### src/rtl/transpose_midi_ch.sv
// Per-channel MIDI note transposer with deferred shift updates and a
// single-entry registered output stage; SysEx is a combinational pass-through.
module transpose_midi_ch #(
   parameter int unsigned SHIFT_W       = 5,
   parameter int          DEFAULT_SHIFT = 0,
   parameter logic [15:0] CH_MASK       = 16'hFFFF,
   parameter bit          OOR_CLAMP     = 1'b0,
   parameter int unsigned CNT_W         = 8
) (
   input  logic               aclk,
   input  logic               aresetn,
   input  logic [3:0]         midi_in_midi_cmd,
   input  logic [3:0]         midi_in_midi_ch,
   input  logic [6:0]         midi_in_midi_data1,
   input  logic [6:0]         midi_in_midi_data2,
   input  logic               midi_in_midi_valid,
   output logic               midi_in_midi_rd,
   output logic               midi_in_midi_busy,
   output logic [3:0]         midi_out_midi_cmd,
   output logic [3:0]         midi_out_midi_ch,
   output logic [6:0]         midi_out_midi_data1,
   output logic [6:0]         midi_out_midi_data2,
   output logic               midi_out_midi_valid,
   input  logic               midi_out_midi_rd,
   input  logic               midi_out_midi_busy,
   input  logic [7:0]         midi_in_sysex_data,
   input  logic               midi_in_sysex_valid,
   input  logic               midi_in_sysex_last,
   output logic               midi_in_sysex_rd,
   output logic               midi_in_sysex_busy,
   output logic [7:0]         midi_out_sysex_data,
   output logic               midi_out_sysex_valid,
   output logic               midi_out_sysex_last,
   input  logic               midi_out_sysex_rd,
   input  logic               midi_out_sysex_busy,
   input  logic               cfg_wr,
   input  logic [3:0]         cfg_ch,
   input  logic [SHIFT_W-1:0] cfg_shift,
   output logic [15:0]        notes_active,
   output logic [15:0]        cfg_pending
);

   localparam int unsigned NUM_CH = 16;
   localparam logic [CNT_W-1:0] CNT_MAX = {CNT_W{1'b1}};

   typedef enum logic [1:0] {IDLE, POP, FULL} state_t;

   state_t             state, state_next;
   logic [SHIFT_W-1:0] active  [NUM_CH];
   logic [SHIFT_W-1:0] pending [NUM_CH];
   logic [CNT_W-1:0]   cnt      [NUM_CH];
   logic [CNT_W-1:0]   cnt_next [NUM_CH];
   logic               drop_q;

   logic               capture;
   logic               xform;
   logic               drop;
   logic               is_on;
   logic               is_off;
   logic signed [8:0]  shift_ext;
   logic signed [8:0]  note_sum;
   logic [6:0]         data1_new;

   // SysEx and busy are straight wires in both directions
   assign midi_out_sysex_data  = midi_in_sysex_data;
   assign midi_out_sysex_valid = midi_in_sysex_valid;
   assign midi_out_sysex_last  = midi_in_sysex_last;
   assign midi_in_sysex_rd     = midi_out_sysex_rd;
   assign midi_in_sysex_busy   = midi_out_sysex_busy;
   assign midi_in_midi_busy    = midi_out_midi_busy;

   assign capture = (state == IDLE) && midi_in_midi_valid;

   // Note transform using the channel's currently active shift
   always_comb begin
      xform     = 1'b0;
      drop      = 1'b0;
      data1_new = midi_in_midi_data1;
      shift_ext = 9'($signed(active[midi_in_midi_ch]));
      note_sum  = $signed({2'b00, midi_in_midi_data1}) + shift_ext;
      is_on     = (midi_in_midi_cmd == 4'h9) && (midi_in_midi_data2 != 7'd0);
      is_off    = (midi_in_midi_cmd == 4'h8) ||
                  ((midi_in_midi_cmd == 4'h9) && (midi_in_midi_data2 == 7'd0));
      if (CH_MASK[midi_in_midi_ch] &&
          ((midi_in_midi_cmd == 4'h8) || (midi_in_midi_cmd == 4'h9) ||
           (midi_in_midi_cmd == 4'hA))) begin
         xform = 1'b1;
      end
      if (xform) begin
         if (note_sum < 0) begin
            if (OOR_CLAMP) data1_new = 7'd0;
            else           drop      = 1'b1;
         end else if (note_sum > 9'sd127) begin
            if (OOR_CLAMP) data1_new = 7'd127;
            else           drop      = 1'b1;
         end else begin
            data1_new = note_sum[6:0];
         end
      end
   end

   // Active-note counters move only for messages that are actually forwarded
   always_comb begin
      for (int i = 0; i < NUM_CH; i++) begin
         cnt_next[i] = cnt[i];
         if (capture && !drop && (midi_in_midi_ch == 4'(i))) begin
            if (is_on && (cnt[i] != CNT_MAX))
               cnt_next[i] = cnt[i] + CNT_W'(1);
            else if (is_off && (cnt[i] != '0))
               cnt_next[i] = cnt[i] - CNT_W'(1);
         end
      end
   end

   always_comb begin
      state_next = state;
      case (state)
         IDLE:    if (midi_in_midi_valid) state_next = POP;
         POP:     state_next = drop_q ? IDLE : FULL;
         FULL:    if (midi_out_midi_rd) state_next = IDLE;
         default: state_next = IDLE;
      endcase
   end

   always_ff @(posedge aclk or negedge aresetn) begin
      if (!aresetn) begin
         state               <= IDLE;
         drop_q              <= 1'b0;
         midi_in_midi_rd     <= 1'b0;
         midi_out_midi_valid <= 1'b0;
         midi_out_midi_cmd   <= '0;
         midi_out_midi_ch    <= '0;
         midi_out_midi_data1 <= '0;
         midi_out_midi_data2 <= '0;
      end else begin
         state               <= state_next;
         midi_in_midi_rd     <= (state_next == POP);
         midi_out_midi_valid <= (state_next == FULL);
         if (capture) begin
            drop_q              <= drop;
            midi_out_midi_cmd   <= midi_in_midi_cmd;
            midi_out_midi_ch    <= midi_in_midi_ch;
            midi_out_midi_data1 <= data1_new;
            midi_out_midi_data2 <= midi_in_midi_data2;
         end
      end
   end

   // Per-channel shift bookkeeping: a pending shift lands once the channel is silent
   always_ff @(posedge aclk or negedge aresetn) begin
      if (!aresetn) begin
         notes_active <= '0;
         cfg_pending  <= '0;
         for (int i = 0; i < NUM_CH; i++) begin
            cnt[i]     <= '0;
            active[i]  <= SHIFT_W'(DEFAULT_SHIFT);
            pending[i] <= SHIFT_W'(DEFAULT_SHIFT);
         end
      end else begin
         for (int i = 0; i < NUM_CH; i++) begin
            cnt[i]          <= cnt_next[i];
            notes_active[i] <= (cnt_next[i] != '0);
            if (cfg_pending[i] && (cnt[i] == '0)) begin
               active[i]      <= pending[i];
               cfg_pending[i] <= 1'b0;
            end
            if (cfg_wr && (cfg_ch == 4'(i))) begin
               pending[i]     <= cfg_shift;
               cfg_pending[i] <= 1'b1;
            end
         end
      end
   end

endmodule

### config.mk
export PLATFORM = sky130hd
export DESIGN_NAME = transpose_midi_ch
export DESIGN_NICKNAME = d
export VERILOG_FILES = /design/src/rtl/transpose_midi_ch.sv
export SDC_FILE = /design/constraint.sdc
export NUM_CORES = 1
export LEC_CHECK = 0
export BUFFER_PORTS_ARGS = -buffer_cell sky130_fd_sc_hd__buf_2
export CORE_MARGIN = 2
export CORE_UTILIZATION = 30
export CTS_CLUSTER_SIZE = 12
export DETAILED_ROUTE_END_ITERATION = 7
export PLACE_DENSITY = 0.54
export SLEW_MARGIN = 10
export SYNTH_ARGS = -nofsm -noshare
export SYNTH_HDL_FRONTEND = slang
export SYNTH_SLANG_ARGS = --single-unit
### constraint.sdc
create_clock -name aclk -period 12.7 [get_ports aclk]
set_input_delay 3.81 -clock aclk [delete_from_list [all_inputs] [get_ports aclk]]
set_output_delay 3.81 -clock aclk [all_outputs]
set_load 0.05 [all_outputs]
==> metrics <==
Buffers on Ports=91; FFs w/ async S/R, synth=100%; clock skew=0.0239 ns; total track usage=16.6%; CTS buffer count=41; worst hold slack=0.472 ns; reg2reg path depth=13; first-pass GRT wire length=86300 um; post-layout power=3.49 mW; Final TNS setup=0 ns; Sink Count=347; CP max stage cell=mux2i_4; Pwr Density=160 nW/um^2; Max Buffers Root-to-Sink=3; status=completed; CP cell instances=buf_2 > buf_4 > mux4_2 > mux4_2 > ha_1 > fa_1 > a21oi_1 > o221ai_1 > a221o_1 > mux2i_4 > buf_4 > nor2_1 > o21ai_0 > nand3b_1 > or4b_1; maximum VDD drop=0.114 mV; Total Nets Final=1995; synth warn=0; I/O pin count=118; total count of hold-check failures in the final report=0; Syn-to-layout area delta=13.6%; worst-margin pin slew=1.10 ns; vias in the first global route=14900; slowest stage delay, CP=0.70 ns; Period Utilization, post-route=70.8%; # Post-CTS Setup Buffers=0; post-synthesis cell count=1849; H-tree Lvls=2; number of synthesized flops with an enable pin=0; Starting Density=30.4%; Min-Delay Path Depth=2; hold worst-path end=midi_out_midi_data2[0]; initial antenna violation count=3; Routed WL=55700 um; fill count=6301; largest net degree at the start of global routing=165; die area=66000 um^2; vias post-DR=15100; Clock Latency Late Sink=0.57 ns; Clk pin slew, worst setup/hold paths=0.07 ns; die height=257 um; count of cell types in the netlist=74; ys flop type=dfrtp_1; WS Path Type=input port to flip-flop; drt first pass iters=5; Worst EP arrival=9.42 ns; Core ar.=63200 um^2; type of the worst min-delay path=flip-flop to flip-flop; syn_nets=1955; worst reg2reg startpoint=active[15]; CP required=13.13 ns; Worst Setup End Kind=flip-flop; Die X=257 um; # setup viols final=0; wire per inst=20.1 um; DR vias/cell=5.46; reg2reg end=notes_active[6]; CP max FO=39; post-cts sizing count=0; Slew Limit Fails=0; Period minus WS final=8.99 ns; Worst R2R Setup Slack=7.23 ns; max-capacitance violation count=0; Yosys reg bits=347; gr ovfl total=0; synthesized cell area=19200 um^2; Root Buffer=clkbuf_16; Final GP Congestion=0.866; LEAKAGE=9.38 nW; Syn Area/Cell=10.4 um^2; RSZ-0062 raised after global routing=false; ANT nets after route=0; nature of the critical path startpoint=input port; share of cells above drive strength 1=19.7%; CTS tree=built; HPWL Detailed=38000 um; DRC Markers=0; Row Count=92; achievable frequency=111 MHz; hold_sp=midi_out_midi_data2[0]; Seq/Total Area, Yosys=45.3%; cts hold-fix bufs=0; Slew HR=26.5%; initial DRC count=1249
-- Yosys cell counts, types with 15 or more instances --
cell type    n  area, um^2
mux4_2      24         541
inv_1       56         210
nor3_1      55         275
and3_1      27         169
buf_4       15         113
clkbuf_1    76         285
nand4_1     36         225
ha_1        56         701
mux2_2     160        1800
and2_1      17         106
o21ai_0     70         350
o211ai_1    26         195
xor2_1      44         385
a21o_1      21         158
nor2_1      97         364
nand3_1     73         365
a211oi_1    29         218
or3_1       15        93.8
nor4_1      41         257
nand2_1    162         608
dfrtp_1    347        8680
a31oi_1     19         119
xnor2_1     64         561
a21oi_1     51         255
-- power by group --
group	total [mW]	switching, mW	internal, mW
registers	1.43	0.138	1.30
clock network	1.22	0.484	0.731
logic	0.839	0.559	0.280
-- worst max-delay path by stage --
| stage | from | to | slack [ns] |
|---|---|---|---|
| 6_report | midi_in_midi_ch[0] | notes_active[6] | 3.71 |
| 5_1_grt | midi_in_midi_ch[0] | notes_active[5] | 3.38 |
| 4_1_cts | midi_in_midi_ch[0] | notes_active[6] | 3.73 |
| 3_5_place_dp | midi_in_midi_ch[0] | notes_active[6] | 3.14 |
| 3_3_place_gp | midi_in_midi_ch[0] | notes_active[6] | 3.24 |
| 2_1_floorplan | midi_in_midi_ch[0] | notes_active[0] | 3.26 |
-- registers in the layout (all words and copies together) (netlist names) --
| register | flops |
|---|---|
| midi_out_midi_cmd | 4 |
| notes_active | 16 |
| midi_out_midi_data1 | 7 |
| pending | 80 |
| midi_in_midi_rd | 1 |
| midi_out_midi_data2 | 7 |
| active | 80 |
| state | 2 |
| midi_out_midi_ch | 4 |
| cfg_pending | 16 |
| midi_out_midi_valid | 1 |
| drop_q | 1 |
| cnt | 128 |
-- worst max-delay path, delay by kind of cell --
kind | cells | cell delay [ns]
compound gates | 4 | 1.04
simple gates | 3 | 0.96
buf+inv | 3 | 1.14
fa+ha+maj | 2 | 0.67
mux | 3 | 1.74
-- per-layer routing --
| layer | routed length, um | GRT usage [%] |
|---|---|---|
| met5 | 0 | 0 |
| met4 | 2130 | 7.45 |
| met3 | 3040 | 2.60 |
| met2 | 26100 | 26.9 |
| met1 | 24500 | 21.8 |
-- cells by family (layout without fill, tap and decap cells) --
family	count (synthesis)	count (layout)	share of synthesized area (%)
compound gates	352	352	12.7
flops	347	347	45.3
mux	195	195	12.8
other cells	0	1	0
xor+xnor	108	108	4.93
simple gates	624	624	16.9
buf+inv	166	235	3.61
fa+ha+maj	57	57	3.76
-- metrics by stage --
stage	instance area, um^2	util, %	setup WS (ns)	instances
floorplan	19200	-	3.26	1849
global placement	20400	32.3	3.24	2692
detailed placement	20400	32.3	3.14	2692
CTS	21800	34.5	3.73	2764
global route	21800	34.5	3.38	2765
finish	21800	34.5	3.71	2765
-- cell usage in the layout (no fill, tap or decap), types with 10 or more instances in the layout --
cell type / instances
dfrtp_1: 347
nand2_1: 162
mux2_2: 160
nor2_1: 97
buf_2: 90
nand3_1: 73
o21ai_0: 70
xnor2_1: 64
inv_1: 56
ha_1: 56
nor3_1: 55
a21oi_1: 50
xor2_1: 44
clkbuf_16: 42
nor4_1: 41
nand4_1: 36
a211oi_1: 29
and3_1: 27
o211ai_1: 26
mux4_2: 24
a21o_1: 20
a31oi_1: 19
and2_1: 17
or3_1: 15
or4_1: 14
buf_4: 14
nand2b_1: 13
o221ai_1: 13
or2_2: 12
o22ai_1: 12
a221oi_1: 11
nor3b_1: 11
a211o_1: 10
o2111ai_1: 10
nand3b_1: 10
-- cell type report --
cell class	instances	area (um^2)	share of cell area, %
clock buffers	57	1180	5.40
flip-flops and latches	347	8680	39.8
clock inverters	15	209	0.959
inverters	57	214	0.982
multi-input cells	1336	9860	45.2
diodes	1	2.50	0.0115
well taps	846	1060	4.86
repair buffers	106	591	2.71
Power figures use the tool's default switching activity.
